===== src/rtl/lsu_pkg.sv =====
// lsu_pkg: shared definitions for the load/store unit.
//   - funct3 size/sign codes (F3_*)
//   - FSM state type (used only when LSU_MISALIGNED_EN is defined)
//   - size-mask, legality and natural-alignment decode helpers
package lsu_pkg;

  localparam logic [2:0] F3_B  = 3'b000;
  localparam logic [2:0] F3_H  = 3'b001;
  localparam logic [2:0] F3_W  = 3'b010;
  localparam logic [2:0] F3_BU = 3'b100;
  localparam logic [2:0] F3_HU = 3'b101;

  typedef enum logic {
    ST_IDLE,
    ST_SPLIT2
  } lsu_state_e;

  // Byte-lane mask for an access of the size encoded in funct3[1:0].
  function automatic logic [3:0] size_mask(input logic [1:0] sz);
    case (sz)
      2'b00:   return 4'b0001;
      2'b01:   return 4'b0011;
      default: return 4'b1111;
    endcase
  endfunction

  function automatic logic f3_legal(input logic [2:0] f3);
    return (f3 == F3_B) || (f3 == F3_H) || (f3 == F3_W) ||
           (f3 == F3_BU) || (f3 == F3_HU);
  endfunction

  // Offset is a multiple of the access size.
  function automatic logic is_natural(input logic [1:0] sz, input logic [1:0] off);
    case (sz)
      2'b00:   return 1'b1;
      2'b01:   return ~off[0];
      default: return (off == 2'b00);
    endcase
  endfunction

endpackage


===== src/rtl/lsu_if.sv =====
// lsu_if: CPU-side request/response bundle of the load/store unit.
//   Request : i_req, i_we, i_funct3[2:0], i_addr[9:0], i_wdata[31:0]
//   Response: o_ready, o_rvalid, o_rdata[31:0], o_done, o_fault
//   slave modport  -> the LSU
//   master modport -> the CPU execute stage
interface lsu_if;
  logic        i_req;
  logic        o_ready;
  logic        i_we;
  logic [2:0]  i_funct3;
  logic [9:0]  i_addr;
  logic [31:0] i_wdata;
  logic        o_rvalid;
  logic [31:0] o_rdata;
  logic        o_done;
  logic        o_fault;

  modport slave (
    input  i_req, i_we, i_funct3, i_addr, i_wdata,
    output o_ready, o_rvalid, o_rdata, o_done, o_fault
  );

  modport master (
    output i_req, i_we, i_funct3, i_addr, i_wdata,
    input  o_ready, o_rvalid, o_rdata, o_done, o_fault
  );
endinterface


===== src/rtl/lsu_ldext.sv =====
// lsu_ldext: load alignment and extension (combinational).
//   i_hi, i_lo  : second and first memory words ({hi, lo} forms a 64-bit window)
//   i_off       : byte offset of the access within the first word
//   i_funct3    : size/sign code
//   o_data      : right-justified, sign- or zero-extended load result
module lsu_ldext
  import lsu_pkg::*;
(
  input  logic [31:0] i_hi,
  input  logic [31:0] i_lo,
  input  logic [1:0]  i_off,
  input  logic [2:0]  i_funct3,
  output logic [31:0] o_data
);

  logic [63:0] pair;
  logic [31:0] sh;

  always_comb begin
    pair = {i_hi, i_lo};
    sh   = 32'(pair >> {i_off, 3'b000});
    case (i_funct3)
      F3_B:    o_data = {{24{sh[7]}}, sh[7:0]};
      F3_H:    o_data = {{16{sh[15]}}, sh[15:0]};
      F3_BU:   o_data = {24'h000000, sh[7:0]};
      F3_HU:   o_data = {16'h0000, sh[15:0]};
      default: o_data = sh;
    endcase
  end

endmodule


===== src/rtl/lsu.sv =====
// lsu: load/store unit between the CPU execute stage and dmem
// (256 x 32-bit words, 10-bit byte address, 1-cycle registered read).
//   clk, rst_n   : clock (rising edge), asynchronous active-low reset
//   cpu          : lsu_if.slave request/response bundle
//   o_mem_we/o_mem_mask/o_mem_addr/o_mem_wdata : dmem write/address drive
//   i_mem_rdata  : dmem read data, valid the cycle after the address
// Compile-time option LSU_MISALIGNED_EN: when defined, non-natural accesses
// are performed (word-crossing ones split over two cycles via SPLIT2);
// when undefined, any non-natural access faults and o_ready is always 1.
module lsu
  import lsu_pkg::*;
(
  input  logic        clk,
  input  logic        rst_n,
  lsu_if.slave        cpu,
  output logic        o_mem_we,
  output logic [3:0]  o_mem_mask,
  output logic [7:0]  o_mem_addr,
  output logic [31:0] o_mem_wdata,
  input  logic [31:0] i_mem_rdata
);

  logic [1:0]  off;
  logic [7:0]  smask;
  logic        legal;
  logic        accept;
  logic        ready;

  logic        done_d, done_q;
  logic        rvalid_d, rvalid_q;
  logic        fault_d, fault_q;
  logic [1:0]  off_d, off_q;
  logic [2:0]  f3_d, f3_q;

  logic [31:0] ext_hi, ext_lo, ext_data;

`ifdef LSU_MISALIGNED_EN
  lsu_state_e  state_d, state_q;
  logic        crossing;
  logic        split_d, split_q;
  logic        we_d, we_q;
  logic [31:0] wdata_d, wdata_q;
  logic [31:0] lo_d, lo_q;
  logic [7:0]  addr2_d, addr2_q;
  logic [7:0]  smask_q;

  assign ready = (state_q == ST_IDLE);
`else
  logic        natural;

  assign ready = 1'b1;
`endif

  assign accept = cpu.i_req & ready;

  always_comb begin
    off         = cpu.i_addr[1:0];
    legal       = f3_legal(cpu.i_funct3);
    smask       = {4'b0000, size_mask(cpu.i_funct3[1:0])} << off;

    o_mem_we    = 1'b0;
    o_mem_mask  = '0;
    o_mem_addr  = cpu.i_addr[9:2];
    o_mem_wdata = cpu.i_wdata << {off, 3'b000};

    done_d      = 1'b0;
    rvalid_d    = 1'b0;
    fault_d     = 1'b0;
    off_d       = off_q;
    f3_d        = f3_q;

`ifdef LSU_MISALIGNED_EN
    crossing    = |smask[7:4];
    smask_q     = {4'b0000, size_mask(f3_q[1:0])} << off_q;
    state_d     = state_q;
    split_d     = split_q;
    we_d        = we_q;
    wdata_d     = wdata_q;
    lo_d        = lo_q;
    addr2_d     = addr2_q;

    unique case (state_q)
      ST_IDLE: begin
        if (accept) begin
          off_d   = off;
          f3_d    = cpu.i_funct3;
          split_d = 1'b0;
          if (!legal) begin
            done_d  = 1'b1;
            fault_d = 1'b1;
          end else begin
            o_mem_we   = cpu.i_we;
            o_mem_mask = cpu.i_we ? smask[3:0] : 4'b0000;
            if (crossing) begin
              state_d = ST_SPLIT2;
              split_d = 1'b1;
              we_d    = cpu.i_we;
              wdata_d = cpu.i_wdata;
              addr2_d = cpu.i_addr[9:2] + 8'd1;
            end else begin
              done_d   = 1'b1;
              rvalid_d = ~cpu.i_we;
            end
          end
        end
      end
      ST_SPLIT2: begin
        // First-word read data arrives now; hold it so the result can be
        // assembled next cycle when the second word returns.
        lo_d        = i_mem_rdata;
        o_mem_we    = we_q;
        o_mem_mask  = we_q ? smask_q[7:4] : 4'b0000;
        o_mem_addr  = addr2_q;
        o_mem_wdata = wdata_q >> (6'd32 - {1'b0, off_q, 3'b000});
        done_d      = 1'b1;
        rvalid_d    = ~we_q;
        state_d     = ST_IDLE;
      end
      default: state_d = ST_IDLE;
    endcase
`else
    natural = is_natural(cpu.i_funct3[1:0], off);
    if (accept) begin
      off_d  = off;
      f3_d   = cpu.i_funct3;
      done_d = 1'b1;
      if (!legal || !natural) begin
        fault_d = 1'b1;
      end else begin
        o_mem_we   = cpu.i_we;
        o_mem_mask = cpu.i_we ? smask[3:0] : 4'b0000;
        rvalid_d   = ~cpu.i_we;
      end
    end
`endif
  end

  always_ff @(posedge clk or negedge rst_n) begin
    if (!rst_n) begin
      done_q   <= 1'b0;
      rvalid_q <= 1'b0;
      fault_q  <= 1'b0;
      off_q    <= '0;
      f3_q     <= '0;
`ifdef LSU_MISALIGNED_EN
      state_q  <= ST_IDLE;
      split_q  <= 1'b0;
      we_q     <= 1'b0;
      wdata_q  <= '0;
      lo_q     <= '0;
      addr2_q  <= '0;
`endif
    end else begin
      done_q   <= done_d;
      rvalid_q <= rvalid_d;
      fault_q  <= fault_d;
      off_q    <= off_d;
      f3_q     <= f3_d;
`ifdef LSU_MISALIGNED_EN
      state_q  <= state_d;
      split_q  <= split_d;
      we_q     <= we_d;
      wdata_q  <= wdata_d;
      lo_q     <= lo_d;
      addr2_q  <= addr2_d;
`endif
    end
  end

`ifdef LSU_MISALIGNED_EN
  assign ext_hi = split_q ? i_mem_rdata : '0;
  assign ext_lo = split_q ? lo_q : i_mem_rdata;
`else
  assign ext_hi = '0;
  assign ext_lo = i_mem_rdata;
`endif

  lsu_ldext u_ldext (
    .i_hi     (ext_hi),
    .i_lo     (ext_lo),
    .i_off    (off_q),
    .i_funct3 (f3_q),
    .o_data   (ext_data)
  );

  assign cpu.o_ready  = ready;
  assign cpu.o_done   = done_q;
  assign cpu.o_rvalid = rvalid_q;
  assign cpu.o_fault  = fault_q;
  assign cpu.o_rdata  = rvalid_q ? ext_data : '0;

endmodule


===== src/flat_wrapper.sv =====
// flat-port wrapper written by rule: the top's interface ports become plain ports
module lsu_flat import lsu_pkg::*;
  (clk, rst_n, o_mem_we, o_mem_mask, o_mem_addr, o_mem_wdata, i_mem_rdata, cpu_i_req, cpu_i_we, cpu_i_funct3, cpu_i_addr, cpu_i_wdata, cpu_o_ready, cpu_o_rvalid, cpu_o_rdata, cpu_o_done, cpu_o_fault);
  lsu_if cpu_i ();
  input  logic clk;
  input  logic rst_n;
  output logic o_mem_we;
  output logic [3:0] o_mem_mask;
  output logic [7:0] o_mem_addr;
  output logic [31:0] o_mem_wdata;
  input  logic [31:0] i_mem_rdata;
  input wire logic [$bits(cpu_i.i_req)-1:0] cpu_i_req;
  input wire logic [$bits(cpu_i.i_we)-1:0] cpu_i_we;
  input wire logic [$bits(cpu_i.i_funct3)-1:0] cpu_i_funct3;
  input wire logic [$bits(cpu_i.i_addr)-1:0] cpu_i_addr;
  input wire logic [$bits(cpu_i.i_wdata)-1:0] cpu_i_wdata;
  output wire logic [$bits(cpu_i.o_ready)-1:0] cpu_o_ready;
  output wire logic [$bits(cpu_i.o_rvalid)-1:0] cpu_o_rvalid;
  output wire logic [$bits(cpu_i.o_rdata)-1:0] cpu_o_rdata;
  output wire logic [$bits(cpu_i.o_done)-1:0] cpu_o_done;
  output wire logic [$bits(cpu_i.o_fault)-1:0] cpu_o_fault;
  assign cpu_i.i_req = cpu_i_req;
  assign cpu_i.i_we = cpu_i_we;
  assign cpu_i.i_funct3 = cpu_i_funct3;
  assign cpu_i.i_addr = cpu_i_addr;
  assign cpu_i.i_wdata = cpu_i_wdata;
  assign cpu_o_ready = cpu_i.o_ready;
  assign cpu_o_rvalid = cpu_i.o_rvalid;
  assign cpu_o_rdata = cpu_i.o_rdata;
  assign cpu_o_done = cpu_i.o_done;
  assign cpu_o_fault = cpu_i.o_fault;
  lsu u_core (.clk(clk), .rst_n(rst_n), .cpu(cpu_i), .o_mem_we(o_mem_we), .o_mem_mask(o_mem_mask), .o_mem_addr(o_mem_addr), .o_mem_wdata(o_mem_wdata), .i_mem_rdata(i_mem_rdata));
endmodule

===== config.mk =====
export PLATFORM = sky130hd
export DESIGN_NAME = lsu_flat
export DESIGN_NICKNAME = d
export VERILOG_FILES = /design/src/rtl/lsu_pkg.sv /design/src/rtl/lsu_if.sv /design/src/rtl/lsu_ldext.sv /design/src/rtl/lsu.sv /design/src/flat_wrapper.sv
export SDC_FILE = /design/constraint.sdc
export NUM_CORES = 1
export LEC_CHECK = 0
export BUFFER_PORTS_ARGS = -buffer_cell sky130_fd_sc_hd__buf_4
export CORE_MARGIN = 10
export CORE_UTILIZATION = 26
export CTS_CLUSTER_SIZE = 28
export DETAILED_ROUTE_END_ITERATION = 6
export GPL_TIMING_DRIVEN = 0
export SYNTH_ARGS = -nofsm -noshare
export SYNTH_HDL_FRONTEND = slang
export SYNTH_SLANG_ARGS = --single-unit

===== constraint.sdc =====
create_clock -name clk -period 2.6 [get_ports clk]
set_clock_uncertainty 0.2 [all_clocks]
set_input_delay 0.39 -clock clk [delete_from_list [all_inputs] [get_ports clk]]
set_output_delay 0.39 -clock clk [all_outputs]
set_load 0.03 [all_outputs]

* Word level (Yosys, flattened, before mapping)
Index checks and enable logic that the tools add are counted.
** Operators by class
- Equal/unequal tests :: 8
- Shift-type cells :: 3
- Muxes and demuxes :: 14
- Bitwise operators :: 2
- Reduce and logical (&&, ||, !) cells :: 11
** Operator list (number)
- $pmux W32 S4 :: 1
- $mux W32 :: 1
- $shl A32 B5 Y32 :: 1
- $shr A32 B5 Y32 :: 1
- $eq A3 B3 Y1 const B :: 4
- $mux W4 :: 3
- $pmux W4 S2 :: 1
- $mux W1 :: 7
- $eq A3 B1 Y1 const B :: 2
- $logic_not A3 Y1 :: 2
- $logic_or A1 B1 Y1 :: 5
- $logic_not A2 Y1 :: 2
- $shl A4 B2 Y4 :: 1
- $eq A3 B2 Y1 const B :: 1
- $eq A2 B1 Y1 const B :: 1
- $logic_not A1 Y1 :: 2
- $not A1 Y1 :: 2
- $pmux W1 S2 :: 1
** Storage, ports and cells
- Bits in registers :: 8
- Input port bits :: 81
- Output and inout bits :: 81
- Word-level logic and storage cells :: 43

* Depth between registers and ports, before layout
Gate-level depths: netlist of the first run.
- Depth in word-level cells :: 9
- Depth in mapped cells :: 7
- Gate-level depth less buffers :: 4

* Hierarchy
A second synthesis of the first run with hierarchy kept.
** Second synthesis, totals
- Cell total of the unflattened synthesis :: 260
- Area, all modules :: 2307.2 sq um
** By module, submodules not included
- lsu :: times used 1, cells an instance 159, area each 1187.4 sq um, seq. area each 200.2 sq um
- lsu_ldext :: times used 1, cells an instance 101, area each 1119.8 sq um, seq. area each 0.0 sq um

* Worst setup path after synthesis of the first run
No wires, ideal clock.
- Path kind :: in2out
- From :: in cpu_i_addr[1]
- To :: out o_mem_mask[2]
- Arrival time :: 1.834 ns
- Data required time :: 2.010 ns
- Path slack :: 0.176 ns
- Stages on the path :: 4
- Buffers on the path :: 0
- Path through :: o31a_1 o22ai_1 nand3_1 a211oi_1
** Between the ends
- Word-level cells in the longest chain between the ends :: 6
- Elaborated cells on any way between the ends :: 8
- Classes of those cells :: shift (1); mux (4); reduce/logical (3)
** Ends and longest elaborated chain
- start: declaration :: line flat_wrapper.sv:15 : input wire logic [$bits(cpu_i.i_addr)-1:0] cpu_i_addr;
- $logic_not A2 Y1 :: line lsu_pkg.sv:37 : default: return (off == 2'b00);
- $pmux W1 S2 :: line lsu_pkg.sv:34 : case (sz)
- $logic_not A1 Y1 :: line lsu.sv:127 : if (!legal || !natural) begin
- $logic_or A1 B1 Y1 :: line lsu.sv:127
- $mux W4 (*) :: line lsu.sv:127
- $mux W4 (*) :: line lsu.sv:123 : if (accept) begin
- end: declaration :: line flat_wrapper.sv:8 : output logic [3:0] o_mem_mask;
Every way passes the cells marked *; elsewhere a longest branch is shown, timed or not.

* Worst setup path after layout of the first run
- From :: reg u_core.off_q[1]
- To :: out cpu_o_rdata[23]
** Between the ends
- Word-level cells in the longest chain between the ends :: 3
** Ends and longest elaborated chain
- start: declaration :: line lsu.sv:32 : logic [1:0] off_d, off_q;
- start signal: assignment :: line lsu.sv:143 : off_q <= '0;
- start signal: assignment :: line lsu.sv:157 : off_q <= off_d;
- $shr A32 B5 Y32 :: line lsu_ldext.sv:21 : sh = 32'(pair >> {i_off, 3'b000});
- $pmux W32 S4 :: line lsu_ldext.sv:22 : case (i_funct3)
- $mux W32 :: line lsu.sv:190 : assign cpu.o_rdata = rvalid_q ? ext_data : '0;
- end: declaration :: line flat_wrapper.sv:19 : output wire logic [$bits(cpu_i.o_rdata)-1:0] cpu_o_rdata;
No other way between the ends.

==> results by stage, run 1 <==
Status:
- The run finished with clean final reports.

Clock tree:
- Clock-pin slew was measured on the worst setup and hold paths at 40 ps.
- TritonCTS built the clock tree.
- Counting the buffers created by CTS gives 3.
- The H-tree depth reported by CTS is 1.
- The clock tree root driver cell is clkbuf_8.
- The number of buffers on the longest clock path is 2.
- The clock net sink count is 8.
- The clock latency on the worst-skew pair is 220 ps.

Global route:
- The global router's overall resource usage is 15.3%.
- The via count of the first global-routing pass was 2,466.
- For this run the aggregate overflow at the end of global routing stands at 0.
- The number of antenna violations at the first check in global routing is 0.
- The wire length of the first global-routing pass is 12,800 µm.
- Entering global routing, the biggest net connects 11 pins.

Logic synthesis:
- The main combinational cell family by area after synthesis is multiplexers.
- The post-synthesis cell area is 0.00165 mm².
- The cell count after synthesis came out at 232.
- The count of cell types in the netlist is 32.
- The total number of yosys warnings is 0.
- Synthesis produced a netlist with a net count of 313.
- The synthesized netlist devotes 24.0% of its cell area to compound gates.
- The synthesized netlist devotes 0% of its cell area to XOR and XNOR gates.
- The share of synthesized cell area in full adder, half adder and majority cells is 0%.
- The post-synthesis average cell area is 7.12 µm².
- The simple-gate portion of the synthesized area is 24.3%.
- Of the post-synthesis cell area, the part taken by muxes is 28.9%.
- For this run, the register share of the synthesized area comes to 12.1%.
- The flip-flop and latch count after synthesis is 8.

Placed design:
- The global placement routability congestion is 0.789.
- The worst setup timing slack at the placement stage is 104 ps.
- The post-DP HPWL is 7000 µm.
- The placed cell area is 0.00289 mm².
- The number of I/O port buffers is 152.

Floorplan:
- The die covers 0.00994 mm².
- The total core area is 0.00606 mm².
- The row count is 28.
- Once the floorplan was initialized, standard cells occupied 27.3% of the core.
- Measured along the y axis, the die boundary spans 99.7 µm.
- The number of placed I/O pins is 162.
- The width of the chip is 99.7 µm.

Detailed routing:
- The routed wire length is 8290 µm.
- For this block, the initial DRC count from the detailed router was 77.
- The total number of vias is 2,265.
- The first TritonRoute pass finished after 4 iterations.
- For this run, design rule violations remaining after detail routing come to 0.
- The post-detailed-route count of antenna-violating nets is 0.
- The average detailed-routed wire length per instance is 17.9 µm.
- The via density per instance is 4.88.

Timing:
- The number of endpoints failing setup at the final stage is 0.
- The slack of the critical path is 109 ps.
- The worst pin sits at a relative slew slack of 55.2%.
- The time the worst path needs with I/O delays and setup is 2490 ps.
- The post-route fraction of the period consumed by the critical path is 95.8%.
- The slew of the pin with the lowest slew margin is 672 ps.
- The setup TNS is 0 ps.
- The count of endpoints failing hold in the final timing report is 0.
- The worst hold margin is 82.9 ps.
- Setup repair after global routing left no endpoint under its margin.
- The max-slew violation count was 0.
- The maximum clock rate is 0.401 GHz.

Final layout:
- With fillers left out, the area of the finished cells amounts to 0.00297 mm².
- The antenna diode instance count is 0.
- In the final design database the tool counted 472 nets.
- Of the cells placed in the final design, the portion with a size suffix greater than 1 is 48.6%.
- The layout-stage area growth over the synthesis result is 80.1%.

Pwr:
- Summing internal, switching and leakage power gives 0.906 mW.
- The power density over the cells is 305 mW/mm².
- VDD sags by at most 137 µV.
- Summed over all cells, the static leakage comes to 1.64 nW.

Worst setup path:
- The type of the worst setup path is reg -> out.
- STA classifies the critical path endpoint as a primary output.
- STA classifies the critical path startpoint as a flip-flop.
- Data arrives at the worst endpoint at 1900 ps.
- Data on the critical path is required at its endpoint by 2010 ps.
- The peak fanout along the critical path is 10.

Flow run:
- The number of max-cap violations is 0.

Worst hold path:
- The worst min-delay path category is in -> reg.
==> worst max-delay path: stages, from the launching register on <==
cell and delay [ps]:
dfrtp_1 330, buf_6 130, and2b_1 120, buf_4 150
a2bb2oi_2 70, a2111o_1 430, buf_6 170, o21ai_0 80
buf_4 200
==> report_power, final <==
part	leakage (nW)	internal (mW)	switching (mW)
logic	1.53	0.273	0.346
registers	0.0964	0.136	0.00937
clock network	0.0216	0.0996	0.0416
total	1.64	0.508	0.397
==> registers in the layout (all words and copies together), names as in the netlist <==
name / cells
u_core.f3_q: 3
u_core.off_q: 2
u_core.cpu.o_done: 1
u_core.cpu.o_fault: 1
u_core.cpu.o_rvalid: 1
==> cell families (layout without fill, tap and decap cells) <==
family	Yosys count	after routing
AOI/OAI and AO/OA	63	63
buffers and inverters	31	188
DFF	8	8
muxes	45	45
other	1	1
and+or+nand+nor	84	84
==> Yosys cell counts <==
cell type	n	area [µm²]
nand3b_1	1	7.51
a2bb2oi_1	1	8.76
nor3_1	4	20.0
a2111o_1	1	11.3
mux4_2	1	22.5
and2_1	9	56.3
buf_6	1	11.3
o22ai_1	1	6.26
and3_1	7	43.8
o31a_1	1	8.76
a211oi_1	10	75.1
o21a_1	1	7.51
buf_1	5	18.8
o211a_1	7	70.1
mux2i_1	32	320
conb_1	1	3.75
buf_2	2	10.0
inv_1	3	11.3
and2b_1	1	7.51
a2111oi_0	1	8.76
clkbuf_1	8	30.0
a21oi_1	16	80.1
nor2b_1	10	62.6
nand3_1	1	5.00
nand2b_1	1	6.26
nand2_1	34	128
o21ai_0	24	120
dfrtp_1	8	200
and3b_1	1	8.76
buf_4	12	90.1
mux2_2	12	135
nor2_1	15	56.3
==> per-stage QoR <==
step | utilization, % | std cells
after global routing | 49.1 | 464
after floorplan | - | 232
after CTS | 48.6 | 464
after detailed placement | 47.6 | 459
after global placement | 47.6 | 459
final | 49.1 | 464
==> final timing paths <==
check | slack, ps | cells past startpoint | from | to
worst max-delay path | 110 | 8 | u_core.off_q[1] | cpu_o_rdata[23]
worst min-delay path | 80 | 1 | cpu_i_req | u_core.cpu.o_done
worst max register to register | 1240 | 3 | u_core.off_q[0] | u_core.off_q[0]
worst min register to register | 320 | 1 | u_core.f3_q[2] | u_core.f3_q[2]
max in group asynchronous | 1750 | 2 | rst_n | u_core.off_q[1]
min in group asynchronous | 330 | 2 | rst_n | u_core.cpu.o_done
==> area by class of cell <==
| type | count | area (µm²) |
|---|---|---|
| fill | 609 | 3090 |
| multi-input combinational | 193 | 1300 |
| timing repair buffer | 154 | 1160 |
| sequential | 8 | 200 |
| buffer | 28 | 169 |
| tap | 75 | 93.8 |
| clock buffer | 3 | 41.3 |
| inverter | 3 | 11.3 |
==> cell usage in the layout, fill, tap and decap left out, types with 2 or more instances in the layout <==
cell / n
a211oi_1: 10
a21oi_1: 16
and2_1: 9
and3_1: 6
buf_1: 4
buf_2: 2
buf_4: 162
buf_6: 4
clkbuf_1: 8
clkbuf_8: 3
dfrtp_1: 8
inv_1: 3
mux2_2: 12
mux2i_1: 32
nand2_1: 33
nor2_1: 14
nor2b_1: 10
nor3_1: 4
o211a_1: 7
o21ai_0: 24
==> layer usage <==
layer	up-vias	wire, µm	global-route usage, %
met2	121	3670	24.9
met3	4	1150	8.72
li1	1134	-	-
met4	0	68	3.09
met5	-	0	0
met1	1006	3400	17.1
==> timing repair <==
| item | 4_1_cts | 5_1_grt |
|---|---|---|
| endpoints found under the setup margin | 2 | 24 |
| gates resized for setup | 0 | 8 |
| buffers inserted | 1 | 0 |
| hold buffers | 1 | 0 |
| pin swaps | 1 | 1 |
| endpoints found under the hold margin | 8 | 0 |
No activity file was read; power rests on OpenSTA's default activity.
==> run 2, diff against run 1 <==
--- a/config.mk
+++ b/config.mk
@@ -11,6 +11,7 @@
 export CTS_CLUSTER_SIZE = 28
 export DETAILED_ROUTE_END_ITERATION = 6
 export GPL_TIMING_DRIVEN = 0
+export MAX_ROUTING_LAYER = met4
 export SYNTH_ARGS = -nofsm -noshare
 export SYNTH_HDL_FRONTEND = slang
 export SYNTH_SLANG_ARGS = --single-unit
==> run 2 against run 1 <==
  * Sequential share of layout area about the same
  * Non-clock buffer count rose by 1
  * Maximum frequency shrank 0.69%
  * Die area unchanged
  * Flip-flop and latch count stayed put
  * Combinational power about the same
  * Highest routed layer unchanged
==> results by stage, run 2 (synthesized netlist as in run 1, its figures left out) <==
Detailed routing:
- The routed wire length is 8330 µm.
- Using the TritonRoute via totals, the vias-per-cell ratio works out to 4.94.
- The average detailed-routed wire length per instance is 17.9 µm.
- The total number of vias is 2,298.
- The count of unresolved DRC violations after routing is 0.
- In this run the remaining antenna-violating nets after routing total 0.
- The first detailed-routing pass took 4 iterations.
- The detailed router's first-iteration violation count is 58.

Timing:
- Derived from the worst setup path, the maximum achievable clock frequency is 0.399 GHz.
- Setup repair after global routing left no endpoint under its margin.
- After routing, the total negative slack on setup checks comes to 0 ps.
- The max-slew violation count is 0.
- The normalized max-slew margin is 55.0%.
- The time the worst path needs with I/O delays and setup is 2510 ps.
- The count of endpoints failing hold in the final timing report was 0.
- The number of endpoints failing setup at the final stage is 0.
- The slew of the pin with the lowest slew margin is 676 ps.
- After layout, the worst path uses 96.5% of the clock period.

Global route:
- The most used routing layer is met2.
- The via count of the first global-routing pass is 2,485.
- Entering global routing, the biggest net connects 11 pins.
- The number of antenna violations at the first check in global routing is 0.
- The global route total overflow is 0.
- The met3 layer usage reported by global route is 5.61%.
- For met2 alone, demand over resource in global routing was 24.9%.
- The global router's overall resource usage is 15.8%.
- For this run, global-route usage on met1 was measured as 18.9%.
- The first global-routing pass estimated 12,700 µm of wire.

Clock tree:
- In this run, CTS created clock tree buffers numbering 3.
- The clock tree from TritonCTS is built.
- The clock passes through at most 2 buffers.
- The H-tree depth reported by CTS is 1.
- The later pin in the worst-skew pair is clocked with a latency of 220 ps.
- Clock tree synthesis selected as its root buffer the cell clkbuf_8.
- The register clock-pin slew on the reported worst setup and hold paths is 40 ps.
- The clock drives 8 sinks.

Final layout:
- The multi-input combinational cells in the finished layout cover a total of 0.00130 mm².
- The flip-flop count of the largest register, all copies and words added is 3.
- Once layout is complete, the cells apart from fillers number 465.
- Relative to the synthesized area, the layout overhead comes to 80.5%.
- The largest registers in the layout are u_core.f3_q x3, u_core.off_q x2.
- Counting the fill cells in the layout gives 608.
- Leaving out fill and tap cells, the most frequent cell in the layout is buf_4.
- The final layout contains 473 nets.
- 0 antenna diodes ended up in the layout.
- The sequential cells in the finished layout cover a total of 200 µm².
- The top register by number of flip-flops is u_core.f3_q.
- The ratio of cells with drive above 1 in the final layout is 48.7%.
- Leaving out fill and tap cells, the most frequent cells in the layout are buf_4, nand2_1, mux2i_1.

Pwr:
- The power density over the cells is 304 mW/mm².
- Across the VDD grid, the largest voltage drop is 137 µV.
- Summed over all cells, the static leakage comes to 1.65 nW.

Worst setup path:
- In this run the critical register-to-register path is captured at u_core.off_q[0].
- The number of cells on the worst reg-to-reg path is 3.
- Of all nets on the critical path, the largest fanout is 10.
- Walking the worst path, the cells encountered are buf_6 > mux2i_1 > and3b_1 > a2111o_1 > buf_4 > o21ai_0 > buf_4.
- The number of gates on the worst path with buffers counted is 7.
- The cell family with the largest share of critical-path delay is buffers and inverters.
- Data on the critical path arrives at its endpoint at 1920 ps.
- By startpoint and endpoint, the worst setup path is classified as reg -> out.
- In this run the register-to-register setup slack is 1240 ps.
- The critical path startpoint category is a flip-flop.
- For the worst setup path, the data required time is 2010 ps.
- Following the worst setup path forward leads to its endpoint at cpu_o_rdata[16].
- The critical path's slowest cell is a2111o_1.
- Counting both buffers and inverters, the worst setup path holds a total of 3.
- The dominant cell type by count on the critical path is buf_4.
- The startpoint of the most critical register-to-register path is u_core.off_q[0].
- The nature of the critical path endpoint is a primary output.
- The largest single stage delay on the critical path is 420 ps.
- The worst setup path startpoint is u_core.off_q[0].

Placed design:
- Summed over all nets, the half-perimeter wirelength after detailed placement is 7000 µm.
- In this run the tool buffered the top-level ports with 152 buffer cells.
- Routability-driven placement finished with a final weighted congestion of 0.800.
- The cell total after placement is 459.

Floorplan:
- The die is 99.7 µm wide.
- During I/O placement, the number of pins put on the boundary was 162.
- The area enclosed by the die boundary is 0.00994 mm².
- The initial cell density of the core is 27.3%.
- The floorplan step defined a core boundary enclosing 0.00606 mm².
- The height of the die is 99.7 µm.
- The floorplan has 28 rows.

Worst hold path:
- The instance count along the most critical hold path is 1.
- The worst hold path belongs to the class in -> reg.

Status:
- The run finished with clean final reports.

Flow run:
- The number of max-cap violations is 0.
[run 2: how the worst min path moves through the flow]
stage	startpoint	endpoint	slack (ps)
floorplan	rst_n	u_core.cpu.o_done	-110
global placement	rst_n	u_core.cpu.o_done	10
detailed placement	rst_n	u_core.cpu.o_done	10
CTS	cpu_i_req	u_core.cpu.o_done	80
global route	cpu_i_req	u_core.cpu.o_done	80
finish	cpu_i_req	u_core.cpu.o_done	80
[run 2: cell type report]
cell class,count,share of cell area [%]
timing repair buffer,155,39.2
multi-input combinational,193,43.5
sequential,8,6.71
inverter,3,0.378
clock buffer,3,1.38
buffer,28,5.67
tap,75,3.15
[run 2: report_power, final]
part | switching (mW) | leakage [nW] | internal (mW)
clock network | 0.0418 | 0.0216 | 0.0997
registers | 0.00942 | 0.0964 | 0.136
logic | 0.348 | 1.53 | 0.274
total | 0.399 | 1.65 | 0.509
[run 2: stage by stage]
stage / util [%] / setup slack [ps] / cell area (µm²) / hold WS, ps / power [mW]
detailed placement: 47.6 / 104 / 2890 / 12.9 / 0.759
global placement: 47.6 / 118 / 2890 / 10.3 / 0.757
floorplan: - / 176 / 1650 / -106 / 0.497
global route: 49.2 / 3.16 / 2980 / 77.5 / 0.964
CTS: 48.6 / 37.5 / 2950 / 79.0 / 0.907
finish: 49.2 / 91.6 / 2980 / 82.8 / 0.908
[run 2: what timing repair did]
item	4_1_cts	5_1_grt
hold buffers	1	0
endpoints found under the hold margin	8	0
gates resized for setup	0	8
setup buffers	1	1
pin swaps	1	1
cloned	0	0
endpoints found under the setup margin	2	24
[run 2: routing by layer]
metal	part of all wire, %	vias to the layer above
met5	0	-
met4	0.74	0
met3	9.7	4
met2	44	131
met1	45	1028
li1	-	1135
==> run 3, diff against run 2 <==
==> constraint.sdc (replaced) <==
create_clock -name clk -period 2.6 [get_ports clk]
set_clock_uncertainty 0.2 [all_clocks]
set_input_delay 0.52 -clock clk [delete_from_list [all_inputs] [get_ports clk]]
set_output_delay 0.52 -clock clk [all_outputs]
set_load 0.03 [all_outputs]
==> run 3 against run 2 <==
  * The flow now finishes with violations (setup timing)
  * Cell area up 2.9%
  * Routed wire length down 0.14%
  * Utilization up 1.4 points
  * Non-clock buffer count up 5
  * Sequential share of layout area down 0.19 points
  * Sequential power about the same
  * Maximum frequency down 5.4%
  * Register-to-register slack worse by 190 ps
  * Critical path type unchanged
  * Critical endpoint is now cpu_o_rdata[22]
  * Highest routed layer unchanged
==> results by stage, run 3 (synthesized netlist as in run 1, its figures left out) <==
Status:
- The flow ran to the end, but the final reports show violations.
- The checks that failed: setup timing.

Final layout:
- The top cell types in the final layout, fill and taps aside, are buf_4, nand2_1, mux2i_1.
- Fill cells in the final layout number 610.
- In the final layout, the registers with the most flip-flops are u_core.f3_q x3, u_core.off_q x2.
- Leaving out fill and tap cells, the most frequent cell in the layout is buf_4.
- The top register by number of flip-flops is u_core.f3_q.
- 0 antenna diodes ended up in the layout.
- Once layout is complete, the utilization of the core stands at 50.6%.
- After routing the design area is 0.00307 mm².
- The number of nets in the layout is 478.
- The register with the most flip-flops in the layout has 3 of them.
- The ratio of cells with drive above 1 in the final layout is 51.4%.
- The layout-stage area growth over the synthesis result is 85.7%.

Worst setup path:
- The critical path starts at u_core.off_q[0].
- The required time of the critical path is 1880 ps.
- The startpoint of the most critical register-to-register path is u_core.off_q[1].
- The nature of the critical path endpoint is a primary output.
- The critical path startpoint category is a flip-flop.
- The peak fanout along the critical path is 6.
- The type of the worst setup path is reg -> out.
- At the worst endpoint, the arrival time is 1930 ps.

Placed design:
- The number of I/O port buffers is 152.
- The placed cell area is 0.00290 mm².
- The HPWL after detailed placement is 6970 µm.
- At the end of routability-driven placement, the weighted congestion stood at 0.829.

Flow run:
- Max-cap violations in this run came to 0.

Global route:
- Entering global routing, the biggest net connects 11 pins.
- Summed over all layers, the global routing overflow is 0.
- The first global-routing pass estimated 13,100 µm of wire.
- The global router's overall resource usage is 16.1%.
- The via count of the first global-routing pass was 2,574.
- The number of antenna violations at the first check in global routing is 0.

Clock tree:
- The clock tree root driver cell is clkbuf_8.
- The clock tree from TritonCTS is built.
- The number of buffers created by CTS is 3.
- The clock latency on the worst-skew pair is 220 ps.
- The clock net sink count is 8.
- The register clock-pin slew on the reported worst setup and hold paths is 40 ps.
- The H-tree depth reported by CTS is 1.
- In this run the deepest clock path goes through 2 buffers.

Pwr:
- In this run the static leakage power is 1.69 nW.
- The switching power share of the total is 43.7%.
- Combinational cells account for 68.8% of the total power.
- The post-route total power is 0.928 mW.
- The clock network is responsible for 15.6% of the overall power.
- The switching power total is 0.406 mW.
- IR analysis of the VDD net gives a maximum drop of 148 µV.
- The internal power of the cells is 0.522 mW.
- The share of power burned in registers is 15.6%.
- Dividing total power by cell area gives a power density of 303 mW/mm².

Detailed routing:
- The via density per instance is 5.01.
- The post-detailed-route count of antenna-violating nets is 0.
- After detailed routing, the total wire length is 8320 µm.
- For this block, the initial DRC count from the detailed router was 57.
- The routed layout has 2,353 vias.
- Before antenna repair, the detailed router went through 4 iterations.
- For this run, design rule violations remaining after detail routing come to 0.
- The average detailed-routed wire length per instance is 17.7 µm.

Timing:
- The count of endpoints failing hold in the final timing report came to 0.
- The max-slew violation count is 0.
- The post-route fraction of the period consumed by the critical path is 102%.
- Setup violations remaining at the end of the flow were counted as 12.
- For the finished layout, the period the worst path requires is 2650 ps.
- Setup repair after global routing could not meet its margin everywhere.
- The maximum clock rate is 0.377 GHz.
- In this run the tightest slew margin relative to its limit is 57.8%.
- The slew of the pin with the lowest slew margin is 631 ps.
- The worst hold margin is 209 ps.
- For the final routed database, the setup TNS stands at -379 ps.
- Across all setup checks in the final design, the least slack found is -52.4 ps.

Floorplan:
- The height of the die is 99.7 µm.
- In this run the standard cell core region covers 0.00606 mm².
- The width of the chip is 99.7 µm.
- The initialized floorplan defines 28 standard-cell rows.
- The die covers 0.00994 mm².
- Once the floorplan was initialized, standard cells occupied 27.3% of the core.
- 162 I/O pins were placed.

Worst hold path:
- The min-delay analysis places its worst path in the category in -> reg.
- In this run the most critical hold path is launched from cpu_i_req.
==> run 3: changes by cell type in the layout (fill, tap and decap cells not counted), moves of 2 or more <==
cell | before | now
buf_6 | 4 | 9
clkbuf_1 | 8 | 6
clkbuf_2 | 1 | 3
buf_1 | 4 | 2
==> run 3: worst paths after layout <==
path | end | slack (ps) | cells after the start
max | cpu_o_rdata[22] | -50 | 7
min | u_core.cpu.o_done | 210 | 1
max reg2reg | u_core.off_q[1] | 1050 | 5
min reg2reg | u_core.f3_q[2] | 330 | 1
max in group asynchronous | u_core.off_q[0] | 1600 | 2
min in group asynchronous | u_core.f3_q[2] | 480 | 2
==> run 3: timing repair <==
item                       CTS  global route
gates resized for setup      7            18
hold endpoints to repair     8             0
buffers inserted             3             3
hold buffers                 1             0
pin swaps                    2             2
setup endpoints to repair   42            46
gates cloned                 1             0
==> run 3: per-stage QoR <==
step / worst slack [ps] / instances
after floorplan: 0.881 / 232
after global placement: -178 / 459
after detailed placement: -148 / 459
after CTS: -75.1 / 467
after global routing: -160 / 470
final: -52.4 / 470
==> run 3: per-layer routing <==
layer  GRT usage [%]  share of wire, %  up-vias
met2            25.8                45      146
met3            6.30                13        9
met4            2.98               1.1        0
met1            18.6                42     1052
li1                -                 -     1146
met5               -                 0        -
==> run 3: area by class of cell <==
type	instances	area, µm²	area share, %
Multi-Input combinational cell	193	1320	43.0
Timing Repair Buffer	160	1220	39.8
Sequential cell	8	200	6.53
Buffer	28	183	5.96
Tap cell	75	93.8	3.06
Clock buffer	3	41.3	1.35
Inverter	3	11.3	0.367
==> run 3: power groups by stage <==
stage	sequential [mW]	combinational [mW]	clock [mW]
2_1_floorplan	0.149	0.350	0
3_3_place_gp	0.145	0.613	0
3_5_place_dp	0.145	0.614	0
4_1_cts	0.145	0.626	0.147
5_1_grt	0.147	0.689	0.151
6_report	0.145	0.639	0.145
==> run 3: critical path: stages, from the launching register on <==
cell and delay [ps]:
dfrtp_1 370, buf_6 130, mux2i_1 130, and3b_1 170, a2111o_1 460, buf_6 180, o21ai_0 70, buf_4 190
